===== config.mk =====
export PLATFORM = sky130hd
export DESIGN_NAME = dmem_subword_ctrl_flat
export DESIGN_NICKNAME = d
export VERILOG_FILES = /design/src/rtl/dmem_pkg.sv /design/src/rtl/dmem_subword_ctrl_if.sv /design/src/rtl/dmem_lane_align.sv /design/src/rtl/dmem_subword_ctrl.sv /design/src/flat_wrapper.sv
export SDC_FILE = /design/constraint.sdc
export NUM_CORES = 1
export LEC_CHECK = 0
export CORE_MARGIN = 5
export CORE_UTILIZATION = 46
export DETAILED_ROUTE_END_ITERATION = 10
export MAX_ROUTING_LAYER = met4
export PLACE_DENSITY_LB_ADDON = 0.2
export SYNTH_ARGS = -nofsm -noshare
export SYNTH_HDL_FRONTEND = slang
export SYNTH_SLANG_ARGS = --single-unit

===== constraint.sdc =====
create_clock -name clk -period 2.05 [get_ports clk]
set_clock_uncertainty 0.1 [all_clocks]
set_input_delay 0.3075 -clock clk [delete_from_list [all_inputs] [get_ports clk]]
set_output_delay 0.3075 -clock clk [all_outputs]
set_load 0.05 [all_outputs]

===== src/rtl/dmem_pkg.sv =====
`default_nettype none
// ============================================================================
// Module   : dmem_pkg
// Brief    : Shared types and helpers for the sub-word data-memory controller.
// Revision : 1.0
// ============================================================================
package dmem_pkg;

    localparam int c_XLEN = 32;

    typedef enum logic [1:0] {
        SZ_BYTE = 2'b00,
        SZ_HALF = 2'b01,
        SZ_WORD = 2'b10,
        SZ_ILL  = 2'b11
    } size_e;

    typedef enum logic [1:0] {
        IDLE    = 2'd0,
        RD_WAIT = 2'd1,
        WRITE   = 2'd2
    } state_e;

    // Illegal size encodings are reported through the same path as misalignment.
    function automatic logic is_misaligned(input size_e size, input logic [1:0] addr_lo);
        logic r;
        case (size)
            SZ_HALF: r = addr_lo[0];
            SZ_WORD: r = (addr_lo != 2'b00);
            SZ_ILL:  r = 1'b1;
            default: r = 1'b0;
        endcase
        return r;
    endfunction

endpackage
`default_nettype wire


===== src/rtl/dmem_subword_ctrl_if.sv =====
`default_nettype none
// ============================================================================
// Module   : dmem_subword_ctrl_if
// Brief    : Core-side request bus and SRAM-side bus of the data-memory controller.
// Revision : 1.0
// ============================================================================
interface dmem_subword_ctrl_if #(
    parameter int ADDR_W = 6,
    parameter int XLEN   = 32
);
    logic              req_valid;
    logic              req_we;
    logic [1:0]        req_size;
    logic              req_unsigned;
    logic [31:0]       addr;
    logic [XLEN-1:0]   wdata;
    logic [XLEN-1:0]   rdata;
    logic              stall;
    logic              misalign;
    logic              sram_en;
    logic              sram_we;
    logic [ADDR_W-1:0] sram_addr;
    logic [XLEN-1:0]   sram_wdata;
    logic [XLEN-1:0]   sram_rdata;

    // Master: core datapath plus SRAM macro; slave: the controller.
    modport master (
        output req_valid, req_we, req_size, req_unsigned, addr, wdata, sram_rdata,
        input  rdata, stall, misalign, sram_en, sram_we, sram_addr, sram_wdata
    );

    modport slave (
        input  req_valid, req_we, req_size, req_unsigned, addr, wdata, sram_rdata,
        output rdata, stall, misalign, sram_en, sram_we, sram_addr, sram_wdata
    );
endinterface
`default_nettype wire


===== src/rtl/dmem_lane_align.sv =====
`default_nettype none
// ============================================================================
// Module   : dmem_lane_align
// Brief    : Little-endian lane extract/extend for loads and lane merge for stores.
// Revision : 1.0
// ============================================================================
module dmem_lane_align
    import dmem_pkg::*;
(
    input  wire logic [c_XLEN-1:0] i_word,
    input  wire logic [c_XLEN-1:0] i_wdata,
    input  wire logic [1:0]        i_addr_lo,
    input  wire size_e             i_size,
    input  wire logic              i_unsigned,
    output logic      [c_XLEN-1:0] o_load,
    output logic      [c_XLEN-1:0] o_merged
);

    logic [7:0]  w_byte;
    logic [15:0] w_half;

    assign w_byte = i_word[{i_addr_lo, 3'b000} +: 8];
    assign w_half = i_word[{i_addr_lo[1], 4'b0000} +: 16];

    always_comb begin
        o_load = '0;
        case (i_size)
            SZ_BYTE: o_load = {{24{w_byte[7] & ~i_unsigned}}, w_byte};
            SZ_HALF: o_load = {{16{w_half[15] & ~i_unsigned}}, w_half};
            SZ_WORD: o_load = i_word;
            default: o_load = '0;
        endcase
    end

    // Only the addressed lane changes; all other bits come from the old word.
    always_comb begin
        o_merged = i_word;
        case (i_size)
            SZ_BYTE: o_merged[{i_addr_lo, 3'b000} +: 8]     = i_wdata[7:0];
            SZ_HALF: o_merged[{i_addr_lo[1], 4'b0000} +: 16] = i_wdata[15:0];
            default: o_merged = i_wdata;
        endcase
    end

endmodule
`default_nettype wire


===== src/rtl/dmem_subword_ctrl.sv =====
`default_nettype none
// ============================================================================
// Module   : dmem_subword_ctrl
// Brief    : Byte/half/word load-store controller over a word-only SRAM (RMW stores).
// Revision : 1.0
// ============================================================================
module dmem_subword_ctrl
    import dmem_pkg::*;
#(
    parameter int ADDR_W = 6,
    parameter int XLEN   = 32
) (
    input  wire logic             clk,
    input  wire logic             reset,
    dmem_subword_ctrl_if.slave    bus
);

    state_e            r_state;
    state_e            w_state_nxt;
    logic              r_we;
    size_e             r_size;
    logic              r_unsigned;
    logic [1:0]        r_addr_lo;
    logic [ADDR_W-1:0] r_word_addr;
    logic [XLEN-1:0]   r_wdata;
    logic [XLEN-1:0]   r_merged;

    logic              w_capture;
    logic              w_misaligned;
    size_e             w_req_size;
    logic [XLEN-1:0]   w_load_val;
    logic [XLEN-1:0]   w_merged;
    logic              w_unused_addr_hi;

    assign w_req_size       = size_e'(bus.req_size);
    assign w_misaligned     = is_misaligned(w_req_size, bus.addr[1:0]);
    assign w_unused_addr_hi = ^bus.addr[31:ADDR_W+2];

    dmem_lane_align u_lane_align (
        .i_word     (bus.sram_rdata),
        .i_wdata    (r_wdata),
        .i_addr_lo  (r_addr_lo),
        .i_size     (r_size),
        .i_unsigned (r_unsigned),
        .o_load     (w_load_val),
        .o_merged   (w_merged)
    );

    always_ff @(posedge clk) begin
        if (!reset) begin
            r_state     <= IDLE;
            r_we        <= 1'b0;
            r_size      <= SZ_BYTE;
            r_unsigned  <= 1'b0;
            r_addr_lo   <= 2'b00;
            r_word_addr <= '0;
            r_wdata     <= '0;
            r_merged    <= '0;
        end else begin
            r_state <= w_state_nxt;
            if (w_capture) begin
                r_we        <= bus.req_we;
                r_size      <= w_req_size;
                r_unsigned  <= bus.req_unsigned;
                r_addr_lo   <= bus.addr[1:0];
                r_word_addr <= bus.addr[ADDR_W+1:2];
                r_wdata     <= bus.wdata;
            end
            if (r_state == RD_WAIT && r_we) begin
                r_merged <= w_merged;
            end
        end
    end

    // Outputs are forced low during reset so an in-flight write is dropped.
    always_comb begin
        w_state_nxt    = r_state;
        w_capture      = 1'b0;
        bus.rdata      = '0;
        bus.stall      = 1'b0;
        bus.misalign   = 1'b0;
        bus.sram_en    = 1'b0;
        bus.sram_we    = 1'b0;
        bus.sram_addr  = '0;
        bus.sram_wdata = '0;
        if (reset) begin
            case (r_state)
                IDLE: begin
                    if (bus.req_valid) begin
                        if (w_misaligned) begin
                            bus.misalign = 1'b1;
                        end else begin
                            bus.sram_en   = 1'b1;
                            bus.sram_addr = bus.addr[ADDR_W+1:2];
                            if (bus.req_we && w_req_size == SZ_WORD) begin
                                bus.sram_we    = 1'b1;
                                bus.sram_wdata = bus.wdata;
                            end else begin
                                bus.stall   = 1'b1;
                                w_capture   = 1'b1;
                                w_state_nxt = RD_WAIT;
                            end
                        end
                    end
                end
                RD_WAIT: begin
                    if (r_we) begin
                        bus.stall   = 1'b1;
                        w_state_nxt = WRITE;
                    end else begin
                        bus.rdata   = w_load_val;
                        w_state_nxt = IDLE;
                    end
                end
                WRITE: begin
                    bus.sram_en    = 1'b1;
                    bus.sram_we    = 1'b1;
                    bus.sram_addr  = r_word_addr;
                    bus.sram_wdata = r_merged;
                    w_state_nxt    = IDLE;
                end
                default: w_state_nxt = IDLE;
            endcase
        end
    end

endmodule
`default_nettype wire


===== src/flat_wrapper.sv =====
// flat-port wrapper written by rule: the top's interface ports become plain ports
module dmem_subword_ctrl_flat import dmem_pkg::*;
#(
    parameter int ADDR_W = 6,
    parameter int XLEN   = 32
)
  (clk, reset, bus_req_valid, bus_req_we, bus_req_size, bus_req_unsigned, bus_addr, bus_wdata, bus_sram_rdata, bus_rdata, bus_stall, bus_misalign, bus_sram_en, bus_sram_we, bus_sram_addr, bus_sram_wdata);
  dmem_subword_ctrl_if #(.ADDR_W(ADDR_W), .XLEN(XLEN)) bus_i ();
  input  wire logic clk;
  input  wire logic reset;
  input wire logic [$bits(bus_i.req_valid)-1:0] bus_req_valid;
  input wire logic [$bits(bus_i.req_we)-1:0] bus_req_we;
  input wire logic [$bits(bus_i.req_size)-1:0] bus_req_size;
  input wire logic [$bits(bus_i.req_unsigned)-1:0] bus_req_unsigned;
  input wire logic [$bits(bus_i.addr)-1:0] bus_addr;
  input wire logic [$bits(bus_i.wdata)-1:0] bus_wdata;
  input wire logic [$bits(bus_i.sram_rdata)-1:0] bus_sram_rdata;
  output wire logic [$bits(bus_i.rdata)-1:0] bus_rdata;
  output wire logic [$bits(bus_i.stall)-1:0] bus_stall;
  output wire logic [$bits(bus_i.misalign)-1:0] bus_misalign;
  output wire logic [$bits(bus_i.sram_en)-1:0] bus_sram_en;
  output wire logic [$bits(bus_i.sram_we)-1:0] bus_sram_we;
  output wire logic [$bits(bus_i.sram_addr)-1:0] bus_sram_addr;
  output wire logic [$bits(bus_i.sram_wdata)-1:0] bus_sram_wdata;
  assign bus_i.req_valid = bus_req_valid;
  assign bus_i.req_we = bus_req_we;
  assign bus_i.req_size = bus_req_size;
  assign bus_i.req_unsigned = bus_req_unsigned;
  assign bus_i.addr = bus_addr;
  assign bus_i.wdata = bus_wdata;
  assign bus_i.sram_rdata = bus_sram_rdata;
  assign bus_rdata = bus_i.rdata;
  assign bus_stall = bus_i.stall;
  assign bus_misalign = bus_i.misalign;
  assign bus_sram_en = bus_i.sram_en;
  assign bus_sram_we = bus_i.sram_we;
  assign bus_sram_addr = bus_i.sram_addr;
  assign bus_sram_wdata = bus_i.sram_wdata;
  dmem_subword_ctrl #(.ADDR_W(ADDR_W), .XLEN(XLEN)) u_core (.clk(clk), .reset(reset), .bus(bus_i));
endmodule

# After elaboration in Yosys (flattened, before gate mapping)
# Index checks and enable logic that the tools add are counted.
dict set report word_totals {
  register_bits 78
  latch_bits 0
  ramBits 0
  mem_bits_ro 0
  input_bits 103
  output_inout_bits 74
  mem_count 0
}
dict set report op_classes {
  n_addsub 2
  mul 0
  n_div 0
  n_lt_le_gt_ge 0
  eq_ne 10
  shifts 6
  mux 43
  n_bitwise 3
  reduce_logical 6
}
# operator n
set ops {}
lappend ops {{2-to-1 mux 32 bit} 7}
lappend ops {{case mux 32 bit (2 select lines)} 2}
lappend ops {{case mux 32 bit (3 select lines)} 1}
lappend ops {{bitwise mux 32 bit} 2}
lappend ops {{variable shift 16 x 7 -> 32 bit, first input constant} 1}
lappend ops {{variable shift 8 x 7 -> 32 bit, first input constant} 1}
lappend ops {{indexed part select 16 x 7 -> 32 bit} 1}
lappend ops {{indexed part select 32 x 6 -> 16 bit} 1}
lappend ops {{indexed part select 32 x 6 -> 8 bit} 1}
lappend ops {{indexed part select 8 x 7 -> 32 bit} 1}
lappend ops {{2-to-1 mux 1 bit} 18}
lappend ops {{2-to-1 mux 6 bit} 3}
lappend ops {{negation 5 -> 7 bit} 2}
lappend ops {{case mux 6 bit (2 select lines)} 1}
lappend ops {{equality test 2 bit, second input constant} 4}
lappend ops {{2-to-1 mux 2 bit} 4}
lappend ops {{equality test 2 x 1 -> 1 bit, second input constant} 3}
lappend ops {{!= test 2 bit, second input constant} 3}
lappend ops {{case mux 1 bit (2 select lines)} 3}
lappend ops {{logical NOT 2 bit} 2}
lappend ops {{case mux 2 bit (2 select lines)} 1}
lappend ops {{case mux 1 bit (3 select lines)} 1}
lappend ops {{AND reduction 3 bit} 1}
lappend ops {{AND 1 bit} 2}
lappend ops {{3 further kinds} 4}

# Logic depth before layout (Yosys ltp)
# Gate-level depths: netlist of the first run.
dict set report logic_depth {
  ltp_word 7
  depth_mapped 9
  mapped_depth_nobuf 6
}

# By module
# Synthesis of the first run repeated with hierarchy kept, for this count alone.
dict set report hier_totals {
  cells_unflattened 731
  area_unflattened_um2 5733.0
}
# module n_inst cells_each area_each_um2 seq_area_each_um2
set modules_own_cells {}
lappend modules_own_cells {dmem_subword_ctrl 1 481 3833.7 1561.5}
lappend modules_own_cells {dmem_lane_align 1 250 1899.3 0.0}

# Worst setup path before layout of the first run
# No wires, ideal clock.
dict set report synth_path {
  path_type {flip-flop to output port}
  from {reg u_core.r_addr_lo[0]}
  to {out bus_rdata[21]}
  arrival_ps 1971
  required_ps 1642
  setup_slack_ps -328
  path_stages_with_launch 6
  path_buffers 1
  path_cell_list {dfxtp_1 -> or2_4 -> nor4_4 -> a31oi_4 -> buf_4 -> a21oi_1}
}
dict set report synth_via {
  elab_chain_cells 6
}
# item line_no
set synth_lines {}
lappend synth_lines {{from (decl)} dmem_subword_ctrl.sv:23} ;# logic [1:0] r_addr_lo;
lappend synth_lines {{from (signal assigned)} dmem_subword_ctrl.sv:65} ;# r_addr_lo <= bus.addr[1:0];
lappend synth_lines {{indexed part select 32 x 6 -> 8 bit} dmem_lane_align.sv:22} ;# assign w_byte = i_word[{i_addr_lo, 3'b000} +: 8];
lappend synth_lines {{AND 1 bit} dmem_lane_align.sv:28} ;# SZ_BYTE: o_load = {{24{w_byte[7] & ~i_unsigned}}, w_byte};
lappend synth_lines {{case mux 32 bit (3 select lines)} dmem_lane_align.sv:27} ;# case (i_size)
lappend synth_lines {{2-to-1 mux 32 bit} dmem_subword_ctrl.sv:107} ;# if (r_we) begin
lappend synth_lines {{2-to-1 mux 32 bit} dmem_subword_ctrl.sv:87} ;# case (r_state)
lappend synth_lines {{2-to-1 mux 32 bit} dmem_subword_ctrl.sv:86} ;# if (reset) begin
lappend synth_lines {{to (decl)} flat_wrapper.sv:18} ;# output wire logic [$bits(bus_i.rdata)-1:0] bus_rdata;
# Every way passes these cells.

# Worst setup path in the final report of the first run
dict set report layout_path {
  from {reg u_core.r_addr_lo[0]}
  to {out bus_rdata[28]}
}
# The elaborated chain is that of the path after synthesis.

==> results of run 1 <==
## worst max-delay path: cells and delay by family, from the launching register on
family,cells,cell delay [ns]
buffers and inverters,4,0.65
and+or+nand+nor,2,0.40
DFF,1,0.36
AOI/OAI and AO/OA,2,0.20
## layer usage
layer | global-route usage, % | wire, microns
met3 | 7.112 | 3452
met4 | 17.63 | 2371
met5 | - | 0
met2 | 65.24 | 13420
met1 | 44.72 | 9227
## final timing paths
check	start	endpoint	slack, ns	depth (start not counted)
setup reg to reg	u_core.r_addr_lo[1]	u_core.r_merged[11]	-0.11	8
setup / recovery	u_core.r_addr_lo[0]	bus_rdata[28]	-0.34	8
hold reg to reg	u_core.r_wdata[25]	u_core.r_wdata[25]	0.37	2
hold / removal	bus_req_we	u_core.r_we	0.28	4
## placed cells by master, fill, tap and decap left out, drive strengths merged, types with 3 or more instances in the layout
| cell type | synthesis | layout |
|---|---|---|
| buf | 30 | 198 |
| nand2 | 116 | 116 |
| dfxtp | 78 | 78 |
| clkdlybuf4s50 | 0 | 69 |
| a21oi | 62 | 62 |
| mux2i | 47 | 47 |
| o21ai | 45 | 45 |
| a22o | 45 | 45 |
| nor2 | 25 | 25 |
| a221oi | 24 | 24 |
| nand3 | 16 | 16 |
| clkbuf | 29 | 15 |
| a31oi | 12 | 12 |
| o22ai | 10 | 10 |
| inv | 9 | 9 |
| a21boi | 9 | 9 |
| a22oi | 8 | 8 |
| nand2b | 7 | 7 |
| nor2b | 5 | 5 |
| o211ai | 5 | 5 |
| nor3 | 5 | 5 |
| ha | 5 | 5 |
| dlygate4sd2 | 0 | 4 |
| and2 | 3 | 3 |
## stage by stage
stage	area (sq um)	cells	utilization [%]	TNS, ns	total power (W)
floorplan	5019	615	-	-2.318	0.002171
global placement	7801	926	75.57	-24.05	0.002669
detailed placement	7801	926	75.57	-28.88	0.002695
CTS	9016	973	87.33	-15.38	0.004153
global route	9433	982	91.37	-22.44	0.004480
finish	9435	983	91.40	-20.13	0.004383
## power groups by stage
| stage | Combinational [W] | Clock, W | Sequential (W) |
|---|---|---|---|
| floorplan | 0.000539 | 0 | 0.00163 |
| global placement | 0.00101 | 0 | 0.00166 |
| detailed placement | 0.00103 | 0 | 0.00166 |
| CTS | 0.00121 | 0.00132 | 0.00163 |
| global route | 0.00144 | 0.00140 | 0.00164 |
| finish | 0.00140 | 0.00134 | 0.00164 |
## state kept, by name (all words and copies together) (netlist names)
| signal | flops |
|---|---|
| u_core.r_word_addr | 6 |
| u_core.r_size | 2 |
| u_core.r_unsigned | 1 |
| u_core.r_merged | 32 |
| u_core.r_state | 2 |
| u_core.r_we | 1 |
| u_core.r_wdata | 32 |
| u_core.r_addr_lo | 2 |
## repair_timing
item	in CTS	in global routing
gates resized for setup	119	90
setup buffers	26	17
gates cloned	8	1
pin swaps	41	48
setup endpoints to repair	76	91
hold endpoints to repair	0	0
## cell usage after synthesis, types with 2 or more instances
master	count
nand2_1	116
dfxtp_1	78
a21oi_1	59
mux2i_1	47
a22o_1	45
o21ai_0	43
clkbuf_1	29
a221oi_1	24
nor2_1	24
nand3_1	16
buf_2	15
a31oi_1	10
o22ai_1	10
a21boi_0	9
inv_1	9
a22oi_1	8
nand2b_1	7
ha_1	5
nor2b_1	5
buf_4	4
buf_6	4
o211ai_1	4
a21oi_2	3
and2_1	3
buf_1	3
buf_12	3
nor3_1	3
a21o_1	2
and3_1	2
and4_1	2
mux2_2	2
nand3b_1	2
nor3_2	2
o21a_1	2
## area by class of cell
cell class	count	area (sq um)
multi-input cells	469	3887
repair buffers	275	3535
flip-flops and latches	78	1579
fillers	381	888.4
well taps	136	170.2
clock buffers	12	155.1
clock inverters	3	67.56
inverters	9	38.79
diodes	1	2.502
## logic make-up (layout without fill, tap and decap cells)
logic type               after synthesis  in the layout  share of synthesized area, %
multiplexers                          49             49                         10.08
other                                  0              1                             0
AO/OA/AOI/OAI                        226            226                         31.51
AND/OR/NAND/NOR                      189            189                         17.43
buffers and inverters                 68            299                         7.755
adder cells (fa/ha/maj)                5              5                         1.280
flip-flops                            78             78                         31.94
==> flow_metrics.env, run 1 <==
export IMPL_grt_pass1_vias=6528
export IMPL_period_minus_slack_ns=2.394
export IMPL_clk_latency_ns=0.37
export IMPL_cp_max_fo=8
export IMPL_layout_drive_gt1_share_pct=41.02
export IMPL_dr_pass1_iters=6
export IMPL_start_util_pct=47.35
export IMPL_clkPwrFrac_pct=30.7
export IMPL_io_buffers=152
export IMPL_peakVddDrop_mv=0.4922
export IMPL_htreeDepth=3
export IMPL_num_rows=37
export IMPL_synth_area_top_cells="dfxtp_1 (32%), mux2i_1 (9.6%), nand2_1 (8.9%)"
export IMPL_status="finished, violations left"
export IMPL_place_gp_congestion=1.013
export IMPL_avgSynthCellArea_sq_um=7.949
export IMPL_powerDensity_mw_per_mm2=464.6
export IMPL_antenna_found_initial=0
export IMPL_critPathMaxStageDelay_ns=0.36
export IMPL_die_x_microns=113.1
export IMPL_via_per_inst=6.898
export IMPL_synth_enable_flop_cells=0
export IMPL_hold_viol=0
export IMPL_p_sw_share_pct=32.62
export IMPL_synth_warnings=0
export IMPL_initialDrtViolationCount=944
export IMPL_cts_root_buffer="clkbuf_8"
export IMPL_yosys_cell_types_count=49
export IMPL_synth_area_sq_mm=0.004888
export IMPL_min_path_type="in -> reg"
export IMPL_synth_yosys_seq_area_share_pct=31.94
export IMPL_grt_usage_pct=38.71
export IMPL_clk_pin_slew_worst_paths_ns=0.09
export IMPL_drcViolationCount=0
export IMPL_p_comb_share_pct=31.9
export IMPL_syn_num_nets=723
export IMPL_rsz0062_at_grt="true"
export IMPL_grt_max_degree=69
export IMPL_worstPathArrival_ns=1.99
export IMPL_dieArea_sq_mm=0.01279
export IMPL_finalCritPeriodShare_pct=116.8
export IMPL_worst_path_most_repeated_cell="buf_12"
export IMPL_syn2layout_area_growth_pct=93.01
export IMPL_criticalPathCategory="reg -> out"
export IMPL_holdWs_ns=0.2757
export IMPL_required_ns=1.64
export IMPL_slew_viol_final=0
export IMPL_endpoint_kind="output port"
export IMPL_cts_made_buffers=9
export IMPL_worstMarginPinSlew_ns=0.6311
export IMPL_async_flop_share_pct=0
export IMPL_yosys_area_top_type="dfxtp_1"
export IMPL_place_ws_ns=-0.4061
export IMPL_max_cap_violations=0
export IMPL_finalWorstSetupSlack_ns=-0.3441
export IMPL_layout_nets=950
export IMPL_pwr_share_seq_pct=37.5
export IMPL_synth_seq_cells=78
export IMPL_core_area_sq_mm=0.01032
export IMPL_power_switching_w=0.001430
export IMPL_crit_path_top_delay_cell="dfxtp_2"
export IMPL_holdBufCountCts=0
export IMPL_postRouteAntennaNets=0
export IMPL_cts_max_path_buffers=2
export IMPL_dp_hpwl_microns=15430
export IMPL_wirelength_microns=28470
export IMPL_die_h_microns=113.1
export IMPL_avgRoutedWirePerCell_microns=28.96
export IMPL_violations="negative setup slack"
export IMPL_worst_slew_margin_rel_pct=57.93
export IMPL_grt_first_pass_wirelength_microns=37510
export IMPL_vias=6781
export IMPL_setup_violations=95
export IMPL_grt_overflow=0
export IMPL_cts_tree="built"
export IMPL_p_int_w=0.002954
export IMPL_fmax_mhz=417.7
export IMPL_synth_cells=615
export IMPL_path_cells="or2_4 -> nor4_4 -> buf_4 -> a31oi_4 -> buf_12 -> buf_8 -> a21oi_4 -> buf_12"
export IMPL_power_leakage_nw=3.764
export IMPL_synthFlopType="dfxtp_1"
export IMPL_yosysTopAreaCellShare_pct=31.94
export IMPL_ios=177
export IMPL_cts_sinks=78
export IMPL_start_kind="flip-flop"
(Power assumes the default switching activity.)
==> inputs of run 2 (changes only) <==
CORE_MARGIN = 10   (was 5)
RECOVER_POWER = 100   (was not set)
==> run 2 against run 1 <==
  * The flow still finishes with violations (negative setup slack)
  * Combinational power is essentially flat
  * Critical path type unchanged
  * Setup slack lost 0.18 ns
  * Critical path depth is the same
  * Largest power group unchanged
  * Power grew 0.73%
  * Sequential power is essentially flat
  * Cell count is the same
  * Hold slack lost 0.040 ns
  * Sequential share of layout area grew 0.15 points
==> flow_metrics.env, run 2 (same netlist as run 1, synthesis figures left out) <==
export IMPL_status="finished, violations left"
export IMPL_violations="negative setup slack"
export IMPL_worst_path_most_repeated_cell="buf_4"
export IMPL_grt_max_degree=55
export IMPL_dr_pass1_iters=11
export IMPL_endpoint_kind="output port"
export IMPL_die_h_microns=123.1
export IMPL_place_gp_congestion=0.9501
export IMPL_cp_startpoint="u_core.r_size[0]"
export IMPL_initialDrtViolationCount=1412
export IMPL_r2r_start="u_core.r_size[0]"
export IMPL_r2r_end="u_core.r_merged[16]"
export IMPL_power_leakage_nw=3.739
export IMPL_cts_tree="built"
export IMPL_cts_max_path_buffers=2
export IMPL_num_rows=37
export IMPL_rrSetupSlack_ns=-0.34
export IMPL_wirelength_microns=31370
export IMPL_via_per_inst=7.140
export IMPL_min_path_type="in -> reg"
export IMPL_finalWorstSetupSlack_ns=-0.5224
export IMPL_cp_max_fo=9
export IMPL_syn2layout_area_growth_pct=91.32
export IMPL_worstPathArrival_ns=2.16
export IMPL_layout_nets=949
export IMPL_clk_pin_slew_worst_paths_ns=0.09
export IMPL_cts_sinks=78
export IMPL_path_cells="buf_6 -> buf_4 -> buf_4 -> nor2b_1 -> buf_4 -> a22oi_1 -> a21oi_4 -> buf_12"
export IMPL_hold_end="u_core.r_addr_lo[1]"
export IMPL_finalCritPeriodShare_pct=125.5
export IMPL_clk_latency_ns=0.39
export IMPL_hold_viol=0
export IMPL_antenna_found_initial=1
export IMPL_min_path_cells=4
export IMPL_peakVddDrop_mv=0.3903
export IMPL_finalPower_w=0.004415
export IMPL_worstMarginPinSlew_ns=0.8592
export IMPL_drcViolationCount=0
export IMPL_die_x_microns=123.1
export IMPL_fmax_mhz=388.7
export IMPL_p_comb_share_pct=32.3
export IMPL_power_switching_w=0.001562
export IMPL_biggestRegsByFlops="u_core.r_merged: 32 flops, u_core.r_wdata: 32 flops, u_core.r_word_addr: 6 flops"
export IMPL_powerDensity_mw_per_mm2=472.1
export IMPL_htreeDepth=3
export IMPL_max_cap_violations=0
export IMPL_grt_first_pass_wirelength_microns=39620
export IMPL_r2r_cells=8
export IMPL_crit_path_top_delay_cell="dfxtp_4"
export IMPL_grt_pass1_vias=6536
export IMPL_pwr_share_seq_pct=37.3
export IMPL_mostFrequentLayoutCells="nand2_1 (116), buf_12 (92), buf_4 (77)"
export IMPL_start_kind="flip-flop"
export IMPL_ios=177
export IMPL_p_sw_share_pct=35.37
export IMPL_min_from="bus_addr[1]"
export IMPL_dieArea_sq_mm=0.01515
export IMPL_period_minus_slack_ns=2.572
export IMPL_grt_usage_pct=35.01
export IMPL_cts_root_buffer="clkbuf_8"
export IMPL_postRouteAntennaNets=0
export IMPL_p_int_w=0.002854
export IMPL_holdWs_ns=0.2355
export IMPL_io_buffers=152
export IMPL_grt_overflow=0
export IMPL_slew_viol_final=0
export IMPL_layout_drive_gt1_share_pct=38.42
export IMPL_critPathMaxStageDelay_ns=0.38
export IMPL_rsz0062_at_grt="true"
export IMPL_place_ws_ns=-0.4317
export IMPL_vias=7019
export IMPL_avgRoutedWirePerCell_microns=31.91
export IMPL_setup_violations=126
export IMPL_criticalPathCategory="reg -> out"
export IMPL_worst_slew_margin_rel_pct=42.21
export IMPL_clkPwrFrac_pct=30.4
export IMPL_mostFrequentLayoutCell="nand2_1"
export IMPL_required_ns=1.64
export IMPL_cts_made_buffers=9
export IMPL_start_util_pct=47.35
export IMPL_core_area_sq_mm=0.01032
export IMPL_dp_hpwl_microns=16370
run 2: area by class of cell:
class                   count  area [sq um]
flip-flops and latches     78          1579
fillers                   393         970.9
repair buffers            274          3588
clock buffers              11         151.4
diodes                      1         2.502
multi-input cells         469          3761
well taps                 136         170.2
inverters                   9         36.28
clock inverters             5         63.81
run 2: worst max-delay path by stage:
stage                              end  slack, ns  cells past startpoint
global route        bus_sram_wdata[26]      -0.55                      7
detailed placement  bus_sram_wdata[30]      -0.43                      7
CTS                      bus_rdata[22]      -0.32                      8
global placement         bus_rdata[11]      -0.36                      6
floorplan                 bus_rdata[9]      -0.25                      7
finish                   bus_rdata[11]      -0.52                      8
run 2: per-stage QoR:
stage | area [sq um] | TNS (ns) | util [%] | cells
final | 9353 | -35.33 | 90.60 | 983
after floorplan | 5019 | -2.318 | - | 615
after global placement | 7809 | -23.35 | 75.64 | 922
after global routing | 9353 | -38.98 | 90.60 | 983
after CTS | 9097 | -16.12 | 88.12 | 977
after detailed placement | 7809 | -30.46 | 75.64 | 922
run 2: critical path, delay by kind of cell (launching register included):
| kind | cells | cell delay, ns |
|---|---|---|
| flops | 1 | 0.38 |
| buf+inv | 5 | 0.76 |
| simple gates | 1 | 0.26 |
| compound gates | 2 | 0.38 |
run 2: timing repair:
item                       CTS  global route
setup endpoints to repair   82            88
resized for setup          117            49
setup buffers               29            10
hold buffers                 0             0
pin swaps                   58            25
gates cloned                13             0
run 2: power by group through the flow:
stage / logic [W] / clock network [W] / registers, W
after global placement: 0.00105 / 0 / 0.00166
after CTS: 0.00121 / 0.00124 / 0.00163
after floorplan: 0.000539 / 0 / 0.00163
final: 0.00143 / 0.00134 / 0.00165
after global routing: 0.00146 / 0.00137 / 0.00164
after detailed placement: 0.00107 / 0 / 0.00166
run 2: per-layer routing:
layer  vias up  GRT usage, %  routed length [microns]
li1       2713             -                        -
met1      3208         39.01                    10260
met2       800         56.06                    13930
met3       298         9.344                     4162
met4         0         19.43                     3021
met5         -             -                        0
